### src/rtl/cpu_mem_interface.sv
`default_nettype none
// ============================================================================
// Module   : cpu_mem_interface
// Purpose  : Memory-side stage behind the CPU control FSM. Holds the program
//            counter, the data-address register and the instruction register,
//            selects the bus address, drives a synchronous-read RAM, decodes
//            the memory-mapped LED (write-only) and switch (read-only)
//            registers, and records the first illegal bus access.
// Ports    : clk_i          rising-edge clock
//            reset_i        synchronous active-high reset
//            load_pc_i      PC update strobe (increment, or clear with reset_pc_i)
//            reset_pc_i     with load_pc_i, clears the PC
//            addr_sel_i     1: bus address = PC, 0: bus address = data address
//            load_ir_i      IR captures read_data_o
//            load_addr_i    data address captures datapath_out_i[8:0]
//            mem_cmd_i      00 none, 01 read, 10 write, 11 illegal
//            datapath_out_i address source and write data
//            ram_dout_i     RAM read data (one cycle after ram_addr_o)
//            sw_in_i        asynchronous slide switches
//            ram_addr_o     RAM address (bus address [7:0])
//            ram_din_o      RAM write data
//            ram_we_o       RAM write enable
//            read_data_o    read data to datapath and IR
//            ir_out_o       instruction register
//            pc_out_o       program counter
//            led_out_o      LED register
//            bus_err_o      sticky illegal-access flag
//            err_addr_o     bus address of the first illegal access
// Revision : 1.0  initial release
// ============================================================================
module cpu_mem_interface #(
  parameter logic [8:0] LED_ADDR = 9'h100,
  parameter logic [8:0] SW_ADDR  = 9'h140
) (
  input  logic        clk_i,
  input  logic        reset_i,
  input  logic        load_pc_i,
  input  logic        reset_pc_i,
  input  logic        addr_sel_i,
  input  logic        load_ir_i,
  input  logic        load_addr_i,
  input  logic [1:0]  mem_cmd_i,
  input  logic [15:0] datapath_out_i,
  input  logic [15:0] ram_dout_i,
  input  logic [7:0]  sw_in_i,
  output logic [7:0]  ram_addr_o,
  output logic [15:0] ram_din_o,
  output logic        ram_we_o,
  output logic [15:0] read_data_o,
  output logic [15:0] ir_out_o,
  output logic [8:0]  pc_out_o,
  output logic [7:0]  led_out_o,
  output logic        bus_err_o,
  output logic [8:0]  err_addr_o
);

  localparam logic [1:0] C_CMD_READ  = 2'b01;
  localparam logic [1:0] C_CMD_WRITE = 2'b10;
  localparam logic [1:0] C_CMD_ILL   = 2'b11;

  logic [8:0]  pc_q, pc_d;
  logic [8:0]  daddr_q, daddr_d;
  logic [15:0] ir_q, ir_d;
  logic [7:0]  led_q, led_d;
  logic [7:0]  sw_meta_q;
  logic [7:0]  sw_sync_q;
  logic        bus_err_q, bus_err_d;
  logic [8:0]  err_addr_q, err_addr_d;

  logic [8:0]  w_mem_addr;
  logic        w_rd, w_wr;
  logic        w_is_ram, w_is_led, w_is_sw;
  logic        w_illegal;
  logic [15:0] w_read_data;

  // Bus address comes only from register outputs, so a same-cycle
  // load_pc/load_addr affects the following access, not this one.
  assign w_mem_addr = addr_sel_i ? pc_q : daddr_q;

  assign w_rd     = (mem_cmd_i == C_CMD_READ);
  assign w_wr     = (mem_cmd_i == C_CMD_WRITE);
  assign w_is_ram = ~w_mem_addr[8];
  assign w_is_led = (w_mem_addr == LED_ADDR);
  assign w_is_sw  = (w_mem_addr == SW_ADDR);

  assign w_illegal = (mem_cmd_i == C_CMD_ILL)
                   | ((w_rd | w_wr) & w_mem_addr[8] & ~w_is_led & ~w_is_sw)
                   | (w_rd & w_is_led)
                   | (w_wr & w_is_sw);

  always_comb begin
    w_read_data = 16'h0000;
    if (w_rd && w_is_ram) begin
      w_read_data = ram_dout_i;
    end else if (w_rd && w_is_sw) begin
      w_read_data = {8'h00, sw_sync_q};
    end
  end

  always_comb begin
    pc_d       = pc_q;
    daddr_d    = daddr_q;
    ir_d       = ir_q;
    led_d      = led_q;
    bus_err_d  = bus_err_q;
    err_addr_d = err_addr_q;

    if (load_pc_i) begin
      pc_d = reset_pc_i ? 9'h000 : pc_q + 9'h001;
    end
    if (load_addr_i) begin
      daddr_d = datapath_out_i[8:0];
    end
    if (load_ir_i) begin
      ir_d = w_read_data;
    end
    // An illegal access never matches the legal LED-write decode, so the
    // LED update needs no extra qualification.
    if (w_wr && w_is_led) begin
      led_d = datapath_out_i[7:0];
    end
    if (w_illegal) begin
      bus_err_d = 1'b1;
      if (!bus_err_q) begin
        err_addr_d = w_mem_addr;
      end
    end
  end

  always_ff @(posedge clk_i) begin
    if (reset_i) begin
      pc_q       <= 9'h000;
      daddr_q    <= 9'h000;
      ir_q       <= 16'h0000;
      led_q      <= 8'h00;
      sw_meta_q  <= 8'h00;
      sw_sync_q  <= 8'h00;
      bus_err_q  <= 1'b0;
      err_addr_q <= 9'h000;
    end else begin
      pc_q       <= pc_d;
      daddr_q    <= daddr_d;
      ir_q       <= ir_d;
      led_q      <= led_d;
      sw_meta_q  <= sw_in_i;
      sw_sync_q  <= sw_meta_q;
      bus_err_q  <= bus_err_d;
      err_addr_q <= err_addr_d;
    end
  end

  assign ram_addr_o  = w_mem_addr[7:0];
  assign ram_din_o   = datapath_out_i;
  assign ram_we_o    = w_wr & w_is_ram & ~reset_i;
  assign read_data_o = w_read_data;
  assign ir_out_o    = ir_q;
  assign pc_out_o    = pc_q;
  assign led_out_o   = led_q;
  assign bus_err_o   = bus_err_q;
  assign err_addr_o  = err_addr_q;

endmodule
`default_nettype wire
### config.mk
export PLATFORM = sky130hd
export DESIGN_NAME = cpu_mem_interface
export DESIGN_NICKNAME = d
export VERILOG_FILES = /design/src/rtl/cpu_mem_interface.sv
export SDC_FILE = /design/constraint.sdc
export NUM_CORES = 1
export LEC_CHECK = 0
export CAP_MARGIN = 40
export CORE_MARGIN = 1
export CORE_UTILIZATION = 30
export DETAILED_ROUTE_END_ITERATION = 8
export GPL_TIMING_DRIVEN = 0
export SYNTH_ARGS = -nofsm -noshare
export SYNTH_HDL_FRONTEND = slang
export SYNTH_SLANG_ARGS = --single-unit
### constraint.sdc
create_clock -name clk_i -period 2.1 [get_ports clk_i]
set_clock_uncertainty 0.15 [all_clocks]
set_input_delay 0.525 -clock clk_i [delete_from_list [all_inputs] [get_ports clk_i]]
set_output_delay 0.525 -clock clk_i [all_outputs]
set_load 0.02 [all_outputs]
-- Yosys cells after proc, flatten, opt, wreduce, memory -nomap -nowiden
Cells that the tools add are included.
- bitwise operators: 16
- add/subtract/negate cells: 1
- multiplexer cells: 4
- reduce and logical (&&, ||, !) cells: 4
- eq/ne operators: 5
- operators by type and width (operator ; count):
    == test 9 bit (second input constant) ; 2
    two-way mux 9 bit ; 2
    two-way mux 16 bit ; 1
    adder 9 x 1 -> 9 bit (second input constant) ; 1
    two-way mux 8 bit ; 1
    bitwise AND 1 bit ; 7
    NOT 1 bit ; 5
    == test 2 bit (second input constant) ; 2
    bitwise OR 1 bit ; 4
    logical AND 1 bit ; 3
    == test 2 x 1 -> 1 bit (second input constant) ; 1
    AND reduction 2 bit ; 1
- register bits after elaboration: 68
- input bits: 49

-- Logic depth before layout (Yosys ltp)
Gate-level depths: netlist (run 1).
- word-level depth: 9
- mapped depth: 7
- mapped depth without buffers: 6

-- Worst setup path before layout (run 1)
OpenSTA, ideal clock, no wires.
- path type: input port to output port
- from: input port addr_sel_i
- to: output port ram_we_o
- path slack: -327 ps
- arrival time: 1752 ps
- stages: 4
- cells stage by stage: buf_2 > mux2i_1 > clkbuf_1 > nor3b_1
- longest elaborated chain between the ends: 4
- ends and longest elaborated chain (item ; line ; RTL):
    from (decl) ; 39 ; input logic addr_sel_i,
    two-way mux 9 bit ; 78 ; assign w_mem_addr = addr_sel_i ? pc_q : daddr_q;
    NOT 1 bit ; 82 ; assign w_is_ram = ~w_mem_addr[8];
    bitwise AND 1 bit (2 in series) ; 154 ; assign ram_we_o = w_wr & w_is_ram & ~reset_i;
    to (decl) ; 48 ; output logic ram_we_o,
No other way between the ends.

-- Worst setup path in the final report (run 1)
- from: register pc_q[1], in the netlist pc_out_o[1]
- to: output port read_data_o[7]
- longest elaborated chain between the ends: 5
- ends and longest elaborated chain (item ; line ; RTL):
    from (decl) ; 61 ; logic [8:0] pc_q, pc_d;
    from (signal assigned) ; 141 ; pc_q <= pc_d;
    two-way mux 9 bit ; 78 ;
    == test 9 bit ; 84 ; assign w_is_sw = (w_mem_addr == SW_ADDR);
    logical AND 1 bit ; 95 ; end else if (w_rd && w_is_sw) begin
    two-way mux 8 bit ; 95 ;
    two-way mux 16 bit ; 93 ; if (w_rd && w_is_ram) begin
    to (decl) ; 49 ; output logic [15:0] read_data_o,
No other way between the ends.

==> run metrics, run 1 <==
status=finished, violations left; violated checks=negative setup slack; Post-synth top cells=68 x dfxtp_1, 48 x nor2_1, 24 x buf_4, 20 x mux2i_1, 20 x nand2_1; Synth top area share=44.76%; CP top delay family=simple AND/OR/NAND/NOR gates; die extent in y=102.7 um; post-route ant nets=0; hold slack=0.2888 ns; Layout Nets=528; crit path cell chain=nor4b_4, nand3_2, a21oi_4, buf_12, a22o_4, buf_6; GRT Residual Overflow=0; number of CTS-inserted buffers=9; vias=2,704; DP Area=4488 um2; Final setup violation count=22; Initial Util=30.98%; HP Class=flop to flop; Final Cycle Share=113.5%; cell count after synthesis=319; Top Ports=133; GRT Total Usage=16.02%; dpl hpwl=6.079 mm; Yosys reg bits=68; WP buf/inv=2; number of max-cap violations=0; initial antenna violation count=0; leakage=2.146 nW; clk sinks=68; FILL cells=942; RSZ-0062 raised after global routing=yes; largest net degree at the start of global routing=13; Slew headroom=57.40%; Primary FF master, synth=dfxtp_1; row cnt=36; CTS Root Cell=clkbuf_8; Via-to-Cell Ratio=4.411; vias in the first global route=2,441; Worst EP required=1.42 ns; post-synthesis async set-or-reset flop share=0%; WL final=8.545 mm; count of pins over their slew limit=0; VDD IR max=0.0003542 V; element type at the critical path end=output pin; Hold Vio Cnt, Final=0; DRC violations left=0; mean post-synth cell area=9.535 um2; worst skew pair latency=0.34 ns; IO Port Bufs=122; sequential share of the synthesized area=44.76%; CTS tree=built; syn_nets=372; top-count cell post-synth=dfxtp_1; H-tree depth=3; Area contributors post-synth=dfxtp_1 45%, mux2i_1 6.6%, buf_4 5.9%; slowest CP cell=dfxtp_4; Crit Path Max Fanout=8; synth warn=0; Clk pin slew, worst setup/hold paths=0.07 ns; Netlist cell types=40; Final Cell Area=5166 um2; CTS max path bufs=2; Post-synth EDFFs=0; layout cells sized above 1=34.17%; first-pass GRT wire length=12.64 mm; critical path's largest stage delay=0.37 ns; Critical Path Start Type=flop; area delta synth->final=69.85%; P per Cell Area=623.1 nW/um2; Ant. Diodes=0; CP Data Arrival Time=1.71 ns; drt pass-1 iters=5; Highest Clock Rate=419.4 MHz; post-synthesis cell type with the largest combined area=dfxtp_1; Core ar.=9819 um2; Post-CTS Hold Buffers=0; Least-Margin Pin Slew=0.6390 ns; die width=102.7 um; post-layout min period=2.384 ns; initial drt markers=69; Die Footprint=10,550 um2; Routed wire per std cell=13.94 um; fin worst setup slack=-0.2845 ns; critical path type=flop to output pin; Synth Cell Area=3042 um2; gpl congestion=0.7571
what timing repair did:
action | in CTS | in global routing
setup buffers | 16 | 11
setup endpoints to repair | 73 | 34
pin swaps | 23 | 12
resized for setup | 213 | 30
gates cloned | 2 | 0
cell type report:
class	instances	area, um2	share of cell area (%)
tap	133	166.4	3.221
sequential	68	1381	26.74
clock buffer	10	137.6	2.664
clock inverter	6	87.58	1.695
timing repair buffer	150	1518	29.38
inverter	14	52.55	1.017
buffer	38	267.8	5.183
multi-input combinational	194	1555	30.10
report_power, final:
part / internal, mW / total (mW) / switching [mW]
registers: 1.34 / 1.38 / 0.0352
logic: 0.341 / 0.629 / 0.287
clock network: 0.701 / 1.21 / 0.510
logic make-up after synthesis:
logic type | count (synthesis) | synth area share, %
AOI/OAI and AO/OA | 46 | 13.33
xor gates and xnor gates | 5 | 1.440
adders and majority gates | 4 | 1.645
buffers and inverters | 57 | 10.53
DFF | 68 | 44.76
muxes | 28 | 9.667
and+or+nand+nor | 111 | 18.63
flip-flops by register name (all words and copies together) (netlist names):
register / cells
ir_out_o: 16
sw_meta_q: 8
led_out_o: 8
bus_err_o: 1
daddr_q: 9
pc_out_o: 9
err_addr_o: 9
sw_sync_q: 8
through the flow:
stage | setup slack, ns | instances | setup TNS, ns | total power, mW | utilization [%]
6_report | -0.2845 | 613 | -3.488 | 3.219 | 52.61
5_1_grt | -0.3931 | 613 | -5.759 | 3.359 | 52.61
4_1_cts | -0.3846 | 605 | -4.658 | 3.233 | 50.83
3_5_place_dp | -1.384 | 574 | -52.87 | 1.977 | 45.71
3_3_place_gp | -1.382 | 574 | -51.98 | 1.971 | 45.71
2_1_floorplan | -0.05752 | 319 | -0.7741 | 1.715 | -
layer usage:
layer / routed length, um / global-route usage, % / vias to the layer above
li1: - / - / 1361
met1: 3817 / 20.55 / 1242
met2: 4144 / 26.41 / 90
met3: 467 / 4.203 / 11
met4: 116 / 4.615 / 0
met5: 0 / 0 / -
final timing paths:
| kind | startpoint | end | slack [ns] | cells past startpoint |
|---|---|---|---|---|
| worst min register to register | sw_meta_q[7] | sw_sync_q[7] | 0.29 | 1 |
| worst max-delay path | pc_out_o[1] | read_data_o[7] | -0.28 | 6 |
| worst max register to register | daddr_q[2] | err_addr_o[5] | -0.01 | 6 |
| worst min-delay path | sw_meta_q[7] | sw_sync_q[7] | 0.29 | 1 |
placed cells by master (no fill, tap or decap), types with 3 or more instances in the layout:
cell	instances
a21oi_1	12
a221oi_2	8
a22o_4	8
and3_4	9
buf_12	4
buf_2	6
buf_4	41
buf_6	24
buf_8	3
clkbuf_1	10
clkbuf_8	11
clkdlybuf4s15_2	9
clkdlybuf4s50_1	75
dfxtp_1	58
dfxtp_2	7
dfxtp_4	3
dlygate4sd2_1	7
dlymetal6s2s_1	3
ha_1	3
inv_1	14
mux2_2	3
mux2_4	5
mux2i_1	19
nand2_1	20
nand4_1	3
nor2_1	48
nor2b_1	16
o21a_1	8
o21ai_0	3
or3_1	3
xor2_1	4
(Power assumes the default switching activity.)
==> run 2: changes to the inputs <==
--- a/config.mk
+++ b/config.mk
@@ -8,6 +8,7 @@
 export CAP_MARGIN = 40
 export CORE_MARGIN = 1
 export CORE_UTILIZATION = 30
+export CTS_CLUSTER_DIAMETER = 100
 export DETAILED_ROUTE_END_ITERATION = 8
 export GPL_TIMING_DRIVEN = 0
 export SYNTH_ARGS = -nofsm -noshare
==> results of run 2 <==
Same layout as run 1: the final DEF is identical, and so are final timing and power.
==> run 3: changes to the inputs <==
--- a/config.mk
+++ b/config.mk
@@ -5,7 +5,6 @@
 export SDC_FILE = /design/constraint.sdc
 export NUM_CORES = 1
 export LEC_CHECK = 0
-export CAP_MARGIN = 40
 export CORE_MARGIN = 1
 export CORE_UTILIZATION = 30
 export CTS_CLUSTER_DIAMETER = 100
==> results of run 3 <==
Same layout as run 1: the final DEF is identical, and so are final timing and power.
